### config.mk
export PLATFORM = sky130hd
export DESIGN_NAME = imem_loader
export DESIGN_NICKNAME = d
export VERILOG_FILES = /design/src/rtl/imem_loader.sv
export SDC_FILE = /design/constraint.sdc
export NUM_CORES = 1
export LEC_CHECK = 0
export ABC_AREA = 1
export BUFFER_PORTS_ARGS = -buffer_cell sky130_fd_sc_hd__buf_2
export CORE_MARGIN = 2
export CORE_UTILIZATION = 40
export CTS_CLUSTER_SIZE = 12
export DETAILED_ROUTE_END_ITERATION = 8
export GPL_TIMING_DRIVEN = 0
export HOLD_SLACK_MARGIN = 0.15
export SYNTH_ARGS = -nofsm -noshare
export SYNTH_HDL_FRONTEND = slang
export SYNTH_SLANG_ARGS = --single-unit
### constraint.sdc
create_clock -name clk -period 2.2 [get_ports clk]
set_input_delay 0.44 -clock clk [delete_from_list [all_inputs] [get_ports clk]]
set_output_delay 0.44 -clock clk [all_outputs]
set_load 0.05 [all_outputs]
### src/rtl/imem_loader.sv
// Boot loader: frames a byte stream into big-endian instruction words,
// writes them to instruction memory and releases the CPU on a valid image.
module imem_loader #(
  parameter int          DEPTH     = 1024,
  parameter logic [31:0] BASE_ADDR = 32'h0
) (
  input  logic        clk,
  input  logic        rst_n,
  input  logic        in_valid,
  input  logic [7:0]  in_data,
  output logic        in_ready,
  input  logic        restart,
  output logic        mem_we,
  output logic [31:0] mem_addr,
  output logic [31:0] mem_wdata,
  output logic        cpu_rst_n,
  output logic        done,
  output logic        error
);

  localparam logic [2:0] HDR_HI  = 3'd0;
  localparam logic [2:0] HDR_LO  = 3'd1;
  localparam logic [2:0] PAYLOAD = 3'd2;
  localparam logic [2:0] CHKSUM  = 3'd3;
  localparam logic [2:0] DONE    = 3'd4;
  localparam logic [2:0] ERROR   = 3'd5;

  localparam logic [16:0] DEPTH_W = 17'(DEPTH);

  logic [2:0]  state, nxt;
  logic [15:0] cnt;
  logic [15:0] wcnt;
  logic [1:0]  bcnt;
  logic [7:0]  sum;
  logic [23:0] wreg;
  logic        xfer;
  logic        last_word;
  logic        rearm;
  logic [15:0] full_cnt;

  assign xfer      = in_valid & in_ready;
  assign last_word = (wcnt + 16'd1) == cnt;
  assign rearm     = restart & ((state == DONE) | (state == ERROR));
  assign full_cnt  = {cnt[15:8], in_data};

  assign done      = (state == DONE);
  assign error     = (state == ERROR);
  assign cpu_rst_n = (state == DONE);

  always_comb begin
    nxt = state;
    case (state)
      HDR_HI:
        if (xfer) nxt = HDR_LO;
      HDR_LO:
        if (xfer) begin
          if ({1'b0, full_cnt} > DEPTH_W) nxt = ERROR;
          else if (full_cnt == 16'd0)     nxt = CHKSUM;
          else                            nxt = PAYLOAD;
        end
      PAYLOAD:
        if (xfer && bcnt == 2'd3 && last_word) nxt = CHKSUM;
      CHKSUM:
        if (xfer) nxt = (in_data == sum) ? DONE : ERROR;
      DONE, ERROR:
        if (restart) nxt = HDR_HI;
      default:
        nxt = HDR_HI;
    endcase
  end

  // in_ready is registered so it stays low while reset is asserted
  always_ff @(posedge clk or negedge rst_n) begin
    if (!rst_n) begin
      state     <= HDR_HI;
      in_ready  <= 1'b0;
      mem_we    <= 1'b0;
      mem_addr  <= BASE_ADDR;
      mem_wdata <= 32'h0;
      cnt       <= 16'h0;
      wcnt      <= 16'h0;
      bcnt      <= 2'd0;
      sum       <= 8'h0;
      wreg      <= 24'h0;
    end else begin
      state    <= nxt;
      in_ready <= (nxt <= CHKSUM);
      mem_we   <= 1'b0;
      if (xfer) begin
        case (state)
          HDR_HI: begin
            cnt[15:8] <= in_data;
            sum       <= sum + in_data;
          end
          HDR_LO: begin
            cnt[7:0] <= in_data;
            sum      <= sum + in_data;
          end
          PAYLOAD: begin
            sum  <= sum + in_data;
            bcnt <= bcnt + 2'd1;
            wreg <= {wreg[15:0], in_data};
            if (bcnt == 2'd3) begin
              mem_we    <= 1'b1;
              mem_wdata <= {wreg, in_data};
              mem_addr  <= BASE_ADDR + {14'h0, wcnt, 2'b00};
              wcnt      <= wcnt + 16'd1;
            end
          end
          default: ;
        endcase
      end
      if (rearm) begin
        cnt  <= 16'h0;
        wcnt <= 16'h0;
        bcnt <= 2'd0;
        sum  <= 8'h0;
        wreg <= 24'h0;
      end
    end
  end

endmodule

== Word-level counts from Yosys, hierarchy flattened ==
Cells that the tools add are included.

* Reduce and logical (&&, ||, !) cells: 18
* Magnitude comparators: 2
* $add $sub $neg: 3
* Bitwise gates (word level): 3
* Equal/unequal tests: 8
* Mux-type cells: 29

{| class="wikitable"
|+ Operator list
! cell !! number
|-
| two-way mux 16 bit || 6
|-
| two-way mux 24 bit || 3
|-
| two-way mux 8 bit || 5
|-
| two-way mux 3 bit || 6
|-
| adder 16 x 1 -> 16 bit, second input constant || 1
|-
| equality test 16 bit || 1
|-
| > comparator 16 x 11 -> 1 bit, second input constant || 1
|-
| logical NOT 16 bit || 1
|-
| case mux 3 bit (5 select lines) || 1
|-
| nonzero test 2 bit || 6
|-
| adder 8 bit || 1
|-
| equality test 8 bit || 1
|-
| AND reduction 2 bit || 4
|-
| equality test 3 x 2 -> 1 bit, second input constant || 2
|-
| equality test 3 bit, second input constant || 2
|-
| two-way mux 2 bit || 3
|-
| AND reduction 3 bit || 2
|-
| two-way mux 1 bit || 5
|-
| equality test 3 x 1 -> 1 bit, second input constant || 1
|-
| <= comparator 3 x 2 -> 1 bit, second input constant || 1
|-
| logical NOT 3 bit || 1
|-
| OR reduction 3 bit || 1
|-
| adder 2 x 1 -> 2 bit, second input constant || 1
|-
| bitwise AND 1 bit || 2
|-
| 4 further kinds || 5
|}

* Register bits: 119
* Input bits: 12
* Word-level logic and storage cells: 74
* Output and inout port bits: 69

== Longest topological paths before layout ==
* Depth after elaboration: 6
* Mapped depth: 11
* Depth with buffers taken out: 11

== Worst setup path before layout ==
Ideal clock, no wire load.

* Path type: reg-to-output
* From: reg state[0]
* To: out done
* Setup slack: -0.171 ns
* Path buffers: 1
* Cell stages (with the launch flop): 3
* Arrival: 1.931 ns
* Required time: 1.760 ns
* Cell sequence: dfrtp_1 nor3_1 buf_4

* Longest elaborated chain between the ends: 1

{| class="wikitable"
|+ Ends and longest elaborated chain
! what !! RTL line !! text
|-
| start, declared || 30 || <nowiki>logic [2:0] state, nxt;</nowiki>
|-
| start signal, assigned || 86 || <nowiki>state <= nxt;</nowiki>
|-
| equality test 3 bit || -- ||
|-
| end, declared || 17 || <nowiki>output logic done,</nowiki>
|}

No other way between the ends.

== Worst setup path after layout ==
* From: reg state[0]
* To: reg wcnt[12]

* Longest elaborated chain between the ends: 5
* Elaborated cells on any way between the ends: 10
* Those cells by class: eq/ne (3); mux (1); bitwise (2); reduce/logical (4)

{| class="wikitable"
|+ Ends and longest elaborated chain
! what !! RTL line !! text
|-
| equality test 3 bit || 43 || <nowiki>assign rearm = restart & ((state == DONE) | (state == ERROR));</nowiki>
|-
| bitwise OR 1 bit || 43 ||
|-
| bitwise AND 1 bit || 43 ||
|-
| nonzero test 2 bit (no line) || -- ||
|-
| AND reduction 3 bit (no line) || -- ||
|-
| end signal, assigned || 107 || <nowiki>wcnt <= wcnt + 16'd1;</nowiki>
|-
| end, declared || 32 || <nowiki>logic [15:0] wcnt;</nowiki>
|}

Several ways; a longest one is shown, not always the timed one.
A chain may end at the register's enable or synchronous reset.

==> results.cfg <==
[power]
cellPowerDensity_mw_per_mm2 = 1510
clkPwrFrac_pct = 26.6
p_int_mw = 5.89
p_total_mw = 10.5
power_switching_mw = 4.60
power_frac_seq_pct = 33.0
vdd_drop_max_mv = 0.728
leakage_nw = 3.48
swShare_pct = 43.8
combPwrFrac_pct = 40.5

[clocking]
cts_tree = done
clock-sinks = 119
post-cts-setup-buffer-count = 0
clkTransAtPathRegs_ns = 0.05
clock_path_buffers = 2
clock_latency_ns = 0.42
numCtsBuffers = 17
cts_root_buf = clkbuf_16
cts_htree_levels = 4

[global_route]
antenna_found_initial = 0
first_global_vias = 4671
grt_pass1_wl_um = 23700
grt_max_degree = 81
grt_util_met1_pct = 27.9
met2_usage_pct = 31.9
grt.met3_usage_pct = 4.98
track_usage_pct = 20.5
top_usage_layer = met2
grt-ovfl-total = 0

[job]
drv_cap = 0

[drt]
viasPerCell = 4.95
ant_nets = 0
wl_um = 14200
first_iter_violations = 375
vias = 4784
drtPass1Iterations = 5
remaining_drc_errors = 0
wl_per_cell_um = 14.7

[placed_design]
place_hpwl_um = 10400
portBuffers = 64
gp_congestion = 0.931
placed_cells = 933
dpl_cell_area_mm2 = 0.00631
pre_cts_slack_ns = 0.0338

[worst_setup_path]
cp_data_required_time_ns = 2.48
worstPathArrival_ns = 2.27
crit_fanout = 10
rr_startpoint = state[0]
criticalPathCategory = flip-flop to flip-flop
end_kind = flip-flop
reg2reg_to = wcnt[12]
r2r_cells = 7
start_kind = flip-flop
reg2reg_setup_slack_ns = 0.21

[logic_synthesis]
synthFlopType = dfrtp_1
seq_area_frac_synth_pct = 52.5
yosys.area_share.simple_pct = 22.0
syn_area_mm2 = 0.00567
synth_compound_area_share_pct = 12.4
synth_fa_ha_area_share_pct = 2.34
synthMuxAreaShare_pct = 0
synth_edf_count = 0
ys_async_sr_fraction_pct = 100
synth_warnings = 0
synthXorXnorAreaFrac_pct = 1.17
synth_cells = 673
avgSynthCellArea_um2 = 8.43
ys_ff_latch = 119
synth_top_family_by_area = simple AND/OR/NAND/NOR gates
synth_cell_types = 40

[final_layout]
final_area_mm2 = 0.00693
drive_above_1_share_pct = 18.3
instances_no_fill = 966
area_growth_pct = 22.1
nNetsFinal = 795
antenna_cells = 0
post-route-util_pct = 49.9

[floorplanning]
num_rows = 43
start_util_pct = 40.9
die_h_um = 123
core_mm2 = 0.0139
io_pins = 81
die_x_um = 123
fp.dieArea_mm2 = 0.0152

[sta]
hold_violations = 0
fin_crit_sh_pct = 90.5
min_period_ns = 1.99
skew_ns = 0.00799
final_max_slew_viol_count = 0
slew_headroom_pct = 47.6
rsz0062_at_grt = false
timing.fmax_mhz = 502
worstMarginPinSlew_ns = 0.778
setup_slack_ns = 0.209
fin_hold_ws_ns = 0.334
setup-tns-final_ns = 0
finalSetupViolations = 0

[min_path]
holdCritStartpoint = in_data[6]
hp-class = input port to flip-flop
hold_depth = 3
holdPathEnd = mem_wdata[6]

[run_status]
status = completed
layout make-up:
| class | count | area [um2] |
|---|---|---|
| sequential | 119 | 2980 |
| clock buffer | 22 | 484 |
| buffer | 36 | 220 |
| inverter | 85 | 319 |
| multi-input combinational | 448 | 2220 |
| clock inverter | 10 | 120 |
| tap | 180 | 225 |
| timing repair buffer | 66 | 364 |
| fill | 1371 | 6950 |
cell usage in the layout, fill, tap and decap left out, drive strengths merged:
cell and instances:
nand2 189, dfrtp 119, o21ai 94, buf 93
inv 85, nand3 41, nor2 36, clkbuf 30
o22ai 21, conb 16, nand4 12, ha 9
a21oi 8, clkinv 6, xor2 3, nor3 3
nor4 2, xnor2 2, a22o 2, clkinvlp 2
bufinv 2, and3 1, or2 1, nand3b 1
xnor3 1, o21bai 1, a22oi 1, and2 1
a32o 1, o221ai 1, fa 1, dlygate4sd3 1
critical path, stage by stage, from the launching register on:
cell     delay, ns
dfrtp_1       0.44
nor2_2        0.21
nand2_2       0.13
nor2_8        0.18
nand2_4       0.13
nand2_1       0.31
buf_2         0.33
o22ai_1       0.12
metal layers:
metal  wire (um)  vias to the layer above
met5           0                        -
met4         324                        0
met3         566                       30
met2        6660                      119
met1        6680                     2273
li1            -                     2362
flip-flops by register name, summed over array words and instances, names as in the netlist:
| name | cells |
|---|---|
| mem_addr | 16 |
| wreg | 24 |
| wcnt | 16 |
| state | 3 |
| mem_we | 1 |
| bcnt | 2 |
| sum | 8 |
| mem_wdata | 32 |
| cnt | 16 |
| in_ready | 1 |
synth_stat cells, drive strengths merged (2+ instances only):
master  number  area (um2)
nor4         2        12.5
ha           9         113
inv         85         319
a21oi        8        40.0
nor3         3        20.0
clkbuf       8        30.0
xnor2        2        17.5
o22ai       21         131
xor2         3        26.3
nand3       41         205
a22o         2        17.5
nand4       12        75.1
buf         28         190
o21ai       94         478
nand2      189         727
dfrtp      119        2980
nor2        36         184
power by group through the flow:
stage / clock, mW / combinational, mW / sequential, mW
2_1_floorplan: 0 / 1.75 / 4.91
3_3_place_gp: 0 / 4.19 / 3.46
3_5_place_dp: 0 / 4.25 / 3.49
4_1_cts: 2.84 / 4.27 / 3.46
5_1_grt: 2.96 / 4.66 / 3.56
6_report: 2.79 / 4.25 / 3.46
worst max path at each step:
stage,startpoint,to,slack [ns]
floorplan,state[0],done,0.31
global route,sum[0],sum[6],0.08
detailed placement,in_data[0],sum[6],0.03
finish,state[0],wcnt[12],0.21
CTS,state[0],wcnt[12],0.22
global placement,rst_n,sum[0],-0.81
timing repair:
item | 4_1_cts | 5_1_grt
hold buffers | 1 | 0
gates resized for setup | 0 | 0
endpoints found under the hold margin | 39 | 0
cell families (layout without fill, tap and decap cells):
group | after synthesis | in the layout
other | 1 | 16
adders and majority gates | 10 | 10
and+or+nand+nor | 287 | 287
xor gates and xnor gates | 6 | 6
buffers and inverters | 121 | 219
AOI/OAI and AO/OA | 129 | 129
DFF | 119 | 119
No activity file was read; power rests on OpenSTA's default activity.
